==> config.mk <==
export PLATFORM = sky130hd
export DESIGN_NAME = vu_commit_unit
export DESIGN_NICKNAME = d
export VERILOG_FILES = /design/src/rtl/vu_commit_unit.sv
export SDC_FILE = /design/constraint.sdc
export NUM_CORES = 1
export LEC_CHECK = 0
export ABC_CLOCK_PERIOD_IN_PS = 6300
export BUFFER_PORTS_ARGS = -buffer_cell sky130_fd_sc_hd__buf_2
export CELL_PAD_IN_SITES_DETAIL_PLACEMENT = 1
export CELL_PAD_IN_SITES_GLOBAL_PLACEMENT = 2
export CORE_UTILIZATION = 35
export DETAILED_ROUTE_END_ITERATION = 16
export GPL_ROUTABILITY_DRIVEN = 0
export PLACE_DENSITY_LB_ADDON = 0.1
export REMOVE_ABC_BUFFERS = 1
export SKIP_CTS_REPAIR_TIMING = 1
export SLEW_MARGIN = 20
export SYNTH_ARGS = -nofsm -noshare
export SYNTH_HDL_FRONTEND = slang
export SYNTH_SLANG_ARGS = --single-unit
==> constraint.sdc <==
create_clock -name clock -period 6.3 [get_ports clock]
set_input_delay 0.63 -clock clock [delete_from_list [all_inputs] [get_ports clock]]
set_output_delay 0.63 -clock clock [all_outputs]
set_load 0.03 [all_outputs]
==> src/rtl/vu_commit_unit.sv <==
// vu_commit_unit: in-order commit tracker between the scalar issue path and
// the vector lanes. It records each issued instruction with its lane mask and
// collects per-lane commit pulses. An entry retires once every lane in its
// mask has committed, and then the scalar unit gets one registered commit
// pulse per instruction, in issue order.
module vu_commit_unit #(
  parameter int NUM_LANES   = 16,
  parameter int DEPTH       = 8,
  parameter int WIDTH_ISSUE = 7,
  parameter int WIDTH_CNT   = $clog2(DEPTH + 1)
) (
  input  logic                   clock,
  input  logic                   reset,
  input  logic                   I_Issue,
  input  logic [WIDTH_ISSUE-1:0] I_Issue_No,
  input  logic [NUM_LANES-1:0]   I_Lane_Mask,
  input  logic [NUM_LANES-1:0]   I_Lane_Commit,
  output logic                   O_Full,
  output logic                   O_Empty,
  output logic [WIDTH_CNT-1:0]   O_Count,
  output logic                   O_Commit,
  output logic [WIDTH_ISSUE-1:0] O_Commit_No,
  output logic [1:0]             O_Error
);

  localparam int PTR_W = $clog2(DEPTH);

  logic [PTR_W-1:0]       head;
  logic [PTR_W-1:0]       tail;
  logic [DEPTH-1:0]       valid;
  logic [WIDTH_ISSUE-1:0] issue_no [DEPTH];
  logic [NUM_LANES-1:0]   mask     [DEPTH];
  logic [NUM_LANES-1:0]   done     [DEPTH];

  logic [NUM_LANES-1:0]   done_set [DEPTH];
  logic [NUM_LANES-1:0]   lane_hit;
  logic [PTR_W-1:0]       slot;
  logic                   spurious;
  logic                   issue_ok;
  logic                   retire;
  logic [WIDTH_CNT-1:0]   count_next;

  // Per-lane search for the oldest outstanding entry still waiting on that
  // lane. Valid entries are contiguous from head, so the walk covers only
  // O_Count slots. An entry issued this cycle is not valid yet, so a commit
  // can reach it from the next cycle onwards.
  always_comb begin
    for (int unsigned e = 0; e < DEPTH; e++) begin
      done_set[e] = '0;
    end
    lane_hit = '0;
    slot     = '0;
    for (int unsigned l = 0; l < NUM_LANES; l++) begin
      for (int unsigned i = 0; i < DEPTH; i++) begin
        slot = PTR_W'(32'(head) + i);
        if (I_Lane_Commit[l] && !lane_hit[l] && (i < 32'(O_Count)) &&
            mask[slot][l] && !done[slot][l]) begin
          done_set[slot][l] = 1'b1;
          lane_hit[l]       = 1'b1;
        end
      end
    end
    spurious = |(I_Lane_Commit & ~lane_hit);
  end

  // Issue acceptance, head retire decision and next occupancy.
  always_comb begin
    issue_ok   = I_Issue && !O_Full;
    retire     = valid[head] && (done[head] == mask[head]);
    count_next = O_Count + WIDTH_CNT'(issue_ok) - WIDTH_CNT'(retire);
  end

  // Table storage, pointers, occupancy flags, commit pulse and sticky errors.
  always_ff @(posedge clock) begin
    if (reset) begin
      head        <= '0;
      tail        <= '0;
      valid       <= '0;
      O_Count     <= '0;
      O_Full      <= 1'b0;
      O_Empty     <= 1'b1;
      O_Commit    <= 1'b0;
      O_Commit_No <= '0;
      O_Error     <= '0;
    end else begin
      for (int unsigned e = 0; e < DEPTH; e++) begin
        done[e] <= done[e] | done_set[e];
      end
      // The tail slot is never valid when an issue is accepted, so this
      // later write of done takes priority over the OR update above.
      if (issue_ok) begin
        issue_no[tail] <= I_Issue_No;
        mask[tail]     <= I_Lane_Mask;
        done[tail]     <= '0;
        valid[tail]    <= 1'b1;
        tail           <= tail + 1'b1;
      end
      if (retire) begin
        valid[head] <= 1'b0;
        head        <= head + 1'b1;
        O_Commit    <= 1'b1;
        O_Commit_No <= issue_no[head];
      end else begin
        O_Commit    <= 1'b0;
      end
      O_Count    <= count_next;
      O_Full     <= (count_next == WIDTH_CNT'(DEPTH));
      O_Empty    <= (count_next == '0);
      O_Error[0] <= O_Error[0] | spurious;
      O_Error[1] <= O_Error[1] | (I_Issue && O_Full);
    end
  end

endmodule

---- Word-level counts from Yosys, hierarchy flattened ----
Memories as Yosys holds them, arrays and structs flattened. A register that Yosys moved wholly into a read port is not among the register bits.
Index checks and enable logic that the tools add are counted.
word-level totals
  word-level logic and storage cells ...... 1484
  bits of input ports ..................... 42
  memory bits (writable) .................. 312
  register bits after elaboration ......... 23
  memories ................................ 3
  output and inout port bits .............. 16
memories
  memory    words  bits a word  read ports  clocked after Yosys merged registers in  write ports  line  RTL
  done      8      16           16          1                                        9            33    logic [NUM_LANES-1:0] done [DEPTH];
  mask      8      16           8           1                                        1            32    logic [NUM_LANES-1:0] mask [DEPTH];
  issue_no  8      7            1           1                                        1            31    logic [WIDTH_ISSUE-1:0] issue_no [DEPTH];
cells by class
  magnitude comparators ................... 28
  add/subtract/negate cells ............... 11
  bitwise gates (word level) .............. 150
  multiplexer cells ....................... 530
  reductions and logical operators ........ 752
  equal/unequal tests ..................... 2
operators with widths
  kind                                                                          count
  128-bit 2-to-1 mux                                                            128
  128-bit bitwise OR                                                            127
  16-bit demux with 3-bit select                                                128
  1-bit logical AND                                                             509
  1-bit logical NOT                                                             241
  1-bit 2-to-1 mux                                                              144
  16-bit 2-to-1 mux                                                             8
  16-bit bitwise OR                                                             8
  15-bit 2-to-1 mux                                                             8
  14-bit 2-to-1 mux                                                             8
  13-bit 2-to-1 mux                                                             8
  12-bit 2-to-1 mux                                                             8
  11-bit 2-to-1 mux                                                             8
  8-bit 2-to-1 mux                                                              11
  10-bit 2-to-1 mux                                                             8
  9-bit 2-to-1 mux                                                              8
  7-bit 2-to-1 mux                                                              8
  6-bit 2-to-1 mux                                                              8
  5-bit 2-to-1 mux                                                              8
  3-bit 2-to-1 mux                                                              12
  4-bit >= comparator, second input constant                                    8
  4-bit by 1-bit less-than comparator with 1-bit output, second input constant  8
  4-bit 2-to-1 mux                                                              8
  3-bit inverter with 4-bit output                                              8
  23 further kinds                                                              45

---- Depth between registers and ports, before layout ----
Gate-level depths: netlist (run 1).
  depth in word-level cells ............... 288
  depth in mapped cells ................... 21
  mapped depth without buffers ............ 15

---- Worst setup path after synthesis (run 1) ----
Ideal clock, no wire load.
  kind .................................... reg-to-reg
  start ................................... reg head[0]
  end ..................................... mem done[6][4]
  required time ........................... 6242 ps
  buffers on the path ..................... 8
  period minus slack after synthesis ...... 4544 ps
  stages on the path, launching flop included .. 19
  setup slack ............................. 1756 ps
  library setup time ...................... 58 ps
  arrival time ............................ 4486 ps
  path through ............................ dfxtp_1 > buf_2 > inv_2 > buf_4 > buf_4 > buf_4 > buf_4 > buf_2 > ha_1 > buf_4 > inv_2 > clkbuf_1 > mux4_2 > a221oi_1 > o211ai_1 > nor3_4 > nand4_2 > o221ai_1 > o221a_2
RTL lines
  what                      line  RTL
  start: declaration        28    logic [PTR_W-1:0] head;
  start signal: assignment  100   head <= head + 1'b1;
  end: declaration          33

---- Final worst setup path (run 1) ----
  start ................................... reg head[1]
  end ..................................... reg O_Error[0]
between the ends
  cells in the longest elaborated chain, start to end .. 45
  elaborated cells between the ends (all ways) .. 749
  classes of those cells .................. add/sub: 7; mux: 112; bitwise: 3; reduce/logical: 625; memory: 2
RTL lines
  what                                                    line    RTL
  3-bit by 1-bit adder with 3-bit output                  55      slot = PTR_W'(32'(head) + i);
  memory read 8 x 16 bit, on equally long branches        n/a
  1-bit logical AND or 1-bit logical NOT (tied branches)  56, 57
  1-bit logical AND                                       57      mask[slot][l] && !done[slot][l]) begin
  1-bit 2-to-1 mux                                        56      if (I_Lane_Commit[l] && !lane_hit[l] && (i < 32'(O_Count)) &&
  1-bit logical NOT                                       56
  1-bit logical AND (3 in series)                         56
  1-bit logical AND                                       57
  [... 25 more ...]                                       n/a
  1-bit logical NOT                                       56
  1-bit logical AND (3 in series)                         56
  1-bit logical AND                                       57
  1-bit 2-to-1 mux                                        56
  16-bit inverter *                                       63      spurious = |(I_Lane_Commit & ~lane_hit);
  16-bit AND *                                            63
  16-bit OR reduction *                                   63
  1-bit bitwise OR *                                      109     O_Error[0] <= O_Error[0] | spurious;
  end signal: assignment                                  109
  end: declaration                                        23      output logic [1:0] O_Error
Mark *: on every way between the ends. The rest lies on a longest branch, timed or not.
A chain may end at the register's enable or synchronous reset.

==> results of run 1 <==
==> layout make-up <==
type | instances | area [sq um]
fill | 9509 | 50800
antenna | 4 | 10.0
timing repair buffer | 198 | 1420
clock buffer | 56 | 1230
sequential | 345 | 8770
clock inverter | 32 | 349
multi-input combinational | 2526 | 19400
tap | 1134 | 1420
inverter | 69 | 263
==> tightest hold or removal path, delay by kind of cell <==
| family | cells | cell delay, ns |
|---|---|---|
| buffers and inverters | 1 | 0.09 |
| and+or+nand+nor | 1 | 0.07 |
| AOI/OAI and AO/OA | 1 | 0.05 |
==> path summary, 6_finish.rpt <==
check,start,end,slack [ns],depth (start not counted)
max,head[1],O_Error[0],1.13,10
min,I_Issue,O_Error[1],0.21,3
max reg2reg,head[1],O_Error[0],1.13,10
min reg2reg,O_Error[1],O_Error[1],0.47,2
==> kinds of logic after synthesis <==
family | after synthesis | share of synthesized area [%]
flip-flops | 345 | 29.6
multiplexers | 235 | 14.6
buffers and inverters | 378 | 5.61
AND/OR/NAND/NOR | 1171 | 22.7
adder cells (fa/ha/maj) | 14 | 0.617
AO/OA/AOI/OAI | 1084 | 26.2
XOR/XNOR | 22 | 0.676
==> layout by cell type, fill, tap and decap left out, types with 55 or more instances in the layout <==
cell | synthesis | layout
nand2_1 | 251 | 250
nor2_1 | 243 | 224
o21ai_0 | 187 | 187
edfxtp_1 | 184 | 184
dfxtp_1 | 161 | 155
mux4_2 | 152 | 152
buf_4 | 20 | 134
a21oi_1 | 130 | 129
nand2b_1 | 119 | 119
nor2b_1 | 107 | 103
a221oi_1 | 95 | 95
a31oi_1 | 84 | 84
o22ai_1 | 76 | 76
a22oi_1 | 75 | 75
mux2i_1 | 59 | 59
buf_2 | 59 | 58
nand3_1 | 57 | 57
inv_1 | 65 | 55
==> registers in the layout (all words and copies together), names as in the netlist, named ones only <==
name / count
O_Commit: 1
O_Commit_No: 7
O_Count: 4
O_Empty: 1
O_Error: 2
O_Full: 1
done: 128
head: 3
issue_no: 56
mask: 128
tail: 3
valid: 8
==> through the flow <==
stage / instance area, sq um / cells / worst slack, ns
5_1_grt: 32800 / 4360 / 1.04
2_1_floorplan: 28200 / 2940 / -7.44
6_report: 32800 / 4364 / 1.13
3_5_place_dp: 31200 / 4271 / 1.37
3_3_place_gp: 31200 / 4271 / 1.38
4_1_cts: 32800 / 4359 / 1.30
==> per-layer routing <==
layer  up-vias  part of all wire [%]  GRT usage (%)
met2      2259                    43           59.8
met1     16500                    39           51.3
met3       623                    11           10.1
met5         -                 0.052              0
li1      12900                     -              -
met4        14                   6.9           22.8
==> where the power goes <==
group | switching, W | internal, W
logic | 0.00313 | 0.00162
clock network | 0.00127 | 0.00158
registers | 0.000594 | 0.00272
==> metrics.cfg, run 1 <==
[run_status]
status=finished, final reports clean

[drt]
routed_wl_microns=175000
drt-pass1-iter-count=8
vias=32300
drtAntennaViolNets=0
drc=0
drt_iter0_markers=4197
viasPerCell=7.39
wire_per_inst_microns=40.0

[logic_synthesis]
synth.most_common_cell=nand2_1
syn_inst=3249
synth.area.top_cells=edfxtp_1 (19%), mux4_2 (12%), dfxtp_1 (11%)
synth_edf_count=184
ys.flop_type=edfxtp_1
syn_avg_cell_area_sq_um=9.11
synth_top_cell_area_share_pct=18.7
yosysTopAreaCell=edfxtp_1
ys_types=106
synth_warnings=0
ys_seq_area_share_pct=29.6
synth_commonest_cells=nand2_1 (251), nor2_1 (243), clkbuf_1 (196)
ys_seq_elements=345
netlist_area_sq_um=29600
postSynth.asyncResetShare_pct=0

[timing]
worstMarginPinSlew_ns=1.25
hold_ws_ns=0.206
fin_crit_sh_pct=82.1
fin_skew_ns=0.0491
final_max_slew_viol_count=0
setup_tns_ns=0
max_freq_mhz=193
layout_min_cycle_time_ns=5.17
final_hold_viol_count=0
rsz0062_at_grt=false
finalSetupViolations=0
slew_headroom_pct=16.7

[die]
die_y_microns=293
dieArea_sq_um=85700
coreArea_sq_um=83700
rows=106
start_util_pct=35.4
ioPinCount=58
dieWidth_microns=293

[flow_run]
drv_cap=0

[finish]
drive_gt1_share_pct=17.8
final_core_util_pct=39.2
final_nets=3243
area_delta_synth_final_pct=11.0

[clocking]
clock_latency_ns=0.68
cts_buffer_depth=3
cts_root_buf=clkbuf_16
path_clk_slew_ns=0.06
cts_tree=yes
clock-sinks=345
cts_htree_levels=2
cts_buffers=47

[worst_setup_path]
start_kind=register
crit_fanout=90
slowest_delay_ns=0.93
path_delay_family=simple AND/OR/NAND/NOR gates
required_ns=6.86
path_buf_inv=2
path_cells=buf_12, ha_1, xor2_4, buf_4, mux2i_1, a31oi_2, or4b_4, nor3b_1, a311oi_1, a31oi_1
critPathArrivalTime_ns=5.73
crit_path_top_delay_cell=xor2_4
crit_type=register to register
endpoint_kind=register

[global_route]
grt_first_pass_wirelength_microns=243000
antenna_found_initial=13
track_usage_pct=39.6
grt_max_degree=120
grt_pass1_vias=31400
gr-total-overflow=0

[placed_design]
port_buffers=57
dp_hpwl_microns=115000

[power_and_ir_drop]
p_leak_nw=10.5
peakVddDrop_uv=226
power_w=0.0109
powerDensity_nw_per_um2=332

[min_path]
min_path_type=input pin to register

(Power assumes the default switching activity.)
==> inputs of run 2 (changes only) <==
Settings changed: ABC_CLOCK_PERIOD_IN_PS 6300 to 5270.
Clock period 6.3 ns to 5.27 ns, I/O delays scaled along.
==> run 2 against run 1 <==
  * Total power is 21% higher
  * Routed wire length is 0.44% higher
  * First-iteration DRC count is 0.88% lower
  * Die area stayed put
  * Critical endpoint is now O_Empty
  * Highest routed layer unchanged
==> metrics.cfg, run 2 (synthesis gave the netlist of run 1 again) <==
[run_status]
status=finished, final reports clean

[die]
die_y_microns=293
ioPinCount=58
start_util_pct=35.4
coreArea_sq_um=83700
dieWidth_microns=293
rows=106
dieArea_sq_um=85700

[global_route]
antenna_found_initial=13
use_met2_pct=59.2
grt-busiest-layer=met2
gr-total-overflow=0
grt_pass1_vias=31800
grt_max_degree=176
met3_usage_pct=10.6
grt_first_pass_wirelength_microns=245000
grt_util_met1_pct=51.1
track_usage_pct=40.0

[clocking]
cts_buffer_depth=3
cts_tree=yes
cts_htree_levels=2
cts_root_buf=clkbuf_16
path_clk_slew_ns=0.06
cts_buffers=47
clock_latency_ns=0.67
clock-sinks=345

[worst_setup_path]
crit_fanout=27
reg2reg_to=O_Empty
start_kind=register
critPathArrivalTime_ns=5.52
slowest_delay_ns=0.78
r2r_cells=15
endpoint_kind=register
critical_path.endpoint=O_Empty
r2r_slack_ns=0.35
crit_path_top_delay_cell=or4_1
worst-path-stages=15
path_delay_family=simple AND/OR/NAND/NOR gates
required_ns=5.88
path_cells=mux4_2, mux2i_1, xnor2_1, o2111ai_1, or4_1, nor4_4, ha_1, inv_1, ha_1, inv_1, fa_1, xor2_1, and3b_1, nand2_1, nand2_1
crit_type=register to register
path_buf_inv=2

[drt]
viasPerCell=7.30
wire_per_inst_microns=39.6
drt-pass1-iter-count=8
drt_iter0_markers=4160
drc=0
drtAntennaViolNets=0
routed_wl_microns=175000
vias=32300

[finish]
final_cell_mix=nand2_1 (251), nor2_1 (226), o21ai_0 (187)
area_delta_synth_final_pct=12.8
final_nets=3303
drive_gt1_share_pct=19.1
final_common_cell=nand2_1
reg_top3=done x128, mask x128, issue_no x56
fill_cells=9503
multi_input_area_sq_um=19400
seqCellArea_sq_um=8770

[timing]
worstMarginPinSlew_ns=1.29
finalSetupViolations=0
fin_skew_ns=0.0618
final_hold_viol_count=0
hold_ws_ns=0.104
rsz0062_at_grt=false
max_freq_mhz=203
final_max_slew_viol_count=0
slew_headroom_pct=13.8
layout_min_cycle_time_ns=4.92
setup_slack_ns=0.353
fin_crit_sh_pct=93.3

[min_path]
min_path_type=input pin to register

[power_and_ir_drop]
peakVddDrop_uv=274
power_w=0.0132
powerDensity_nw_per_um2=395
p_leak_nw=10.9

[placed_design]
dp_hpwl_microns=117000
dp_slack_ns=0.449
port_buffers=57

[flow_run]
drv_cap=0

## run 2: changes by cell type in the layout (fill, tap and decap cells not counted), sizes merged
| cell | previous run | this run |
|---|---|---|
| clkbuf | 56 | 67 |
| inv | 68 | 72 |
| diode | 4 | 8 |
| bufinv | 4 | 2 |
| clkinv | 25 | 15 |
| buf | 198 | 258 |
| clkinvlp | 4 | 1 |
## run 2: layout make-up
class | count | share of cell area (%)
clock inverters | 21 | 0.708
flip-flops and latches | 345 | 26.3
clock buffers | 67 | 4.03
repair buffers | 258 | 5.92
multi-input cells | 2526 | 58.0
diodes | 8 | 0.0600
inverters | 69 | 0.780
well taps | 1134 | 4.25
## run 2: worst min path at each step
stage / slack [ns] / endpoint / cells after the start / startpoint
after floorplan: 0.44 / valid[7] / 2 / valid[7]
after global placement: 0.44 / O_Error[1] / 2 / O_Error[1]
after detailed placement: 0.46 / O_Error[1] / 2 / O_Error[1]
after CTS: 0.08 / O_Error[1] / 3 / I_Issue
after global routing: 0.12 / O_Error[1] / 3 / I_Issue
final: 0.10 / O_Error[1] / 3 / I_Issue
## run 2: where the power goes
part / internal [W] / leakage [nW] / switching [W]
registers: 0.00325 / 2.98 / 0.000724
logic: 0.00201 / 7.12 / 0.00382
clock network: 0.00190 / 0.767 / 0.00148
## run 2: worst min-delay path, cell delays in order
cell	delay (ns)
buf_2	0.09
a21oi_1	0.05
nor2_1	0.07
## run 2: per-stage QoR
stage | area [sq um] | setup TNS, ns | instances | utilization, %
final | 33400 | 0 | 4428 | 39.9
after global routing | 33400 | 0 | 4425 | 39.9
after CTS | 33400 | 0 | 4420 | 39.9
after detailed placement | 31800 | 0 | 4332 | 38.0
after global placement | 31800 | 0 | 4331 | 37.9
after floorplan | 28200 | -1112.68 | 2940 | -
## run 2: metal layers
layer	wire length (microns)	vias up
met1	68100	16500
met5	153	-
li1	-	13000
met4	12900	20
met3	19900	608
met2	74400	2237
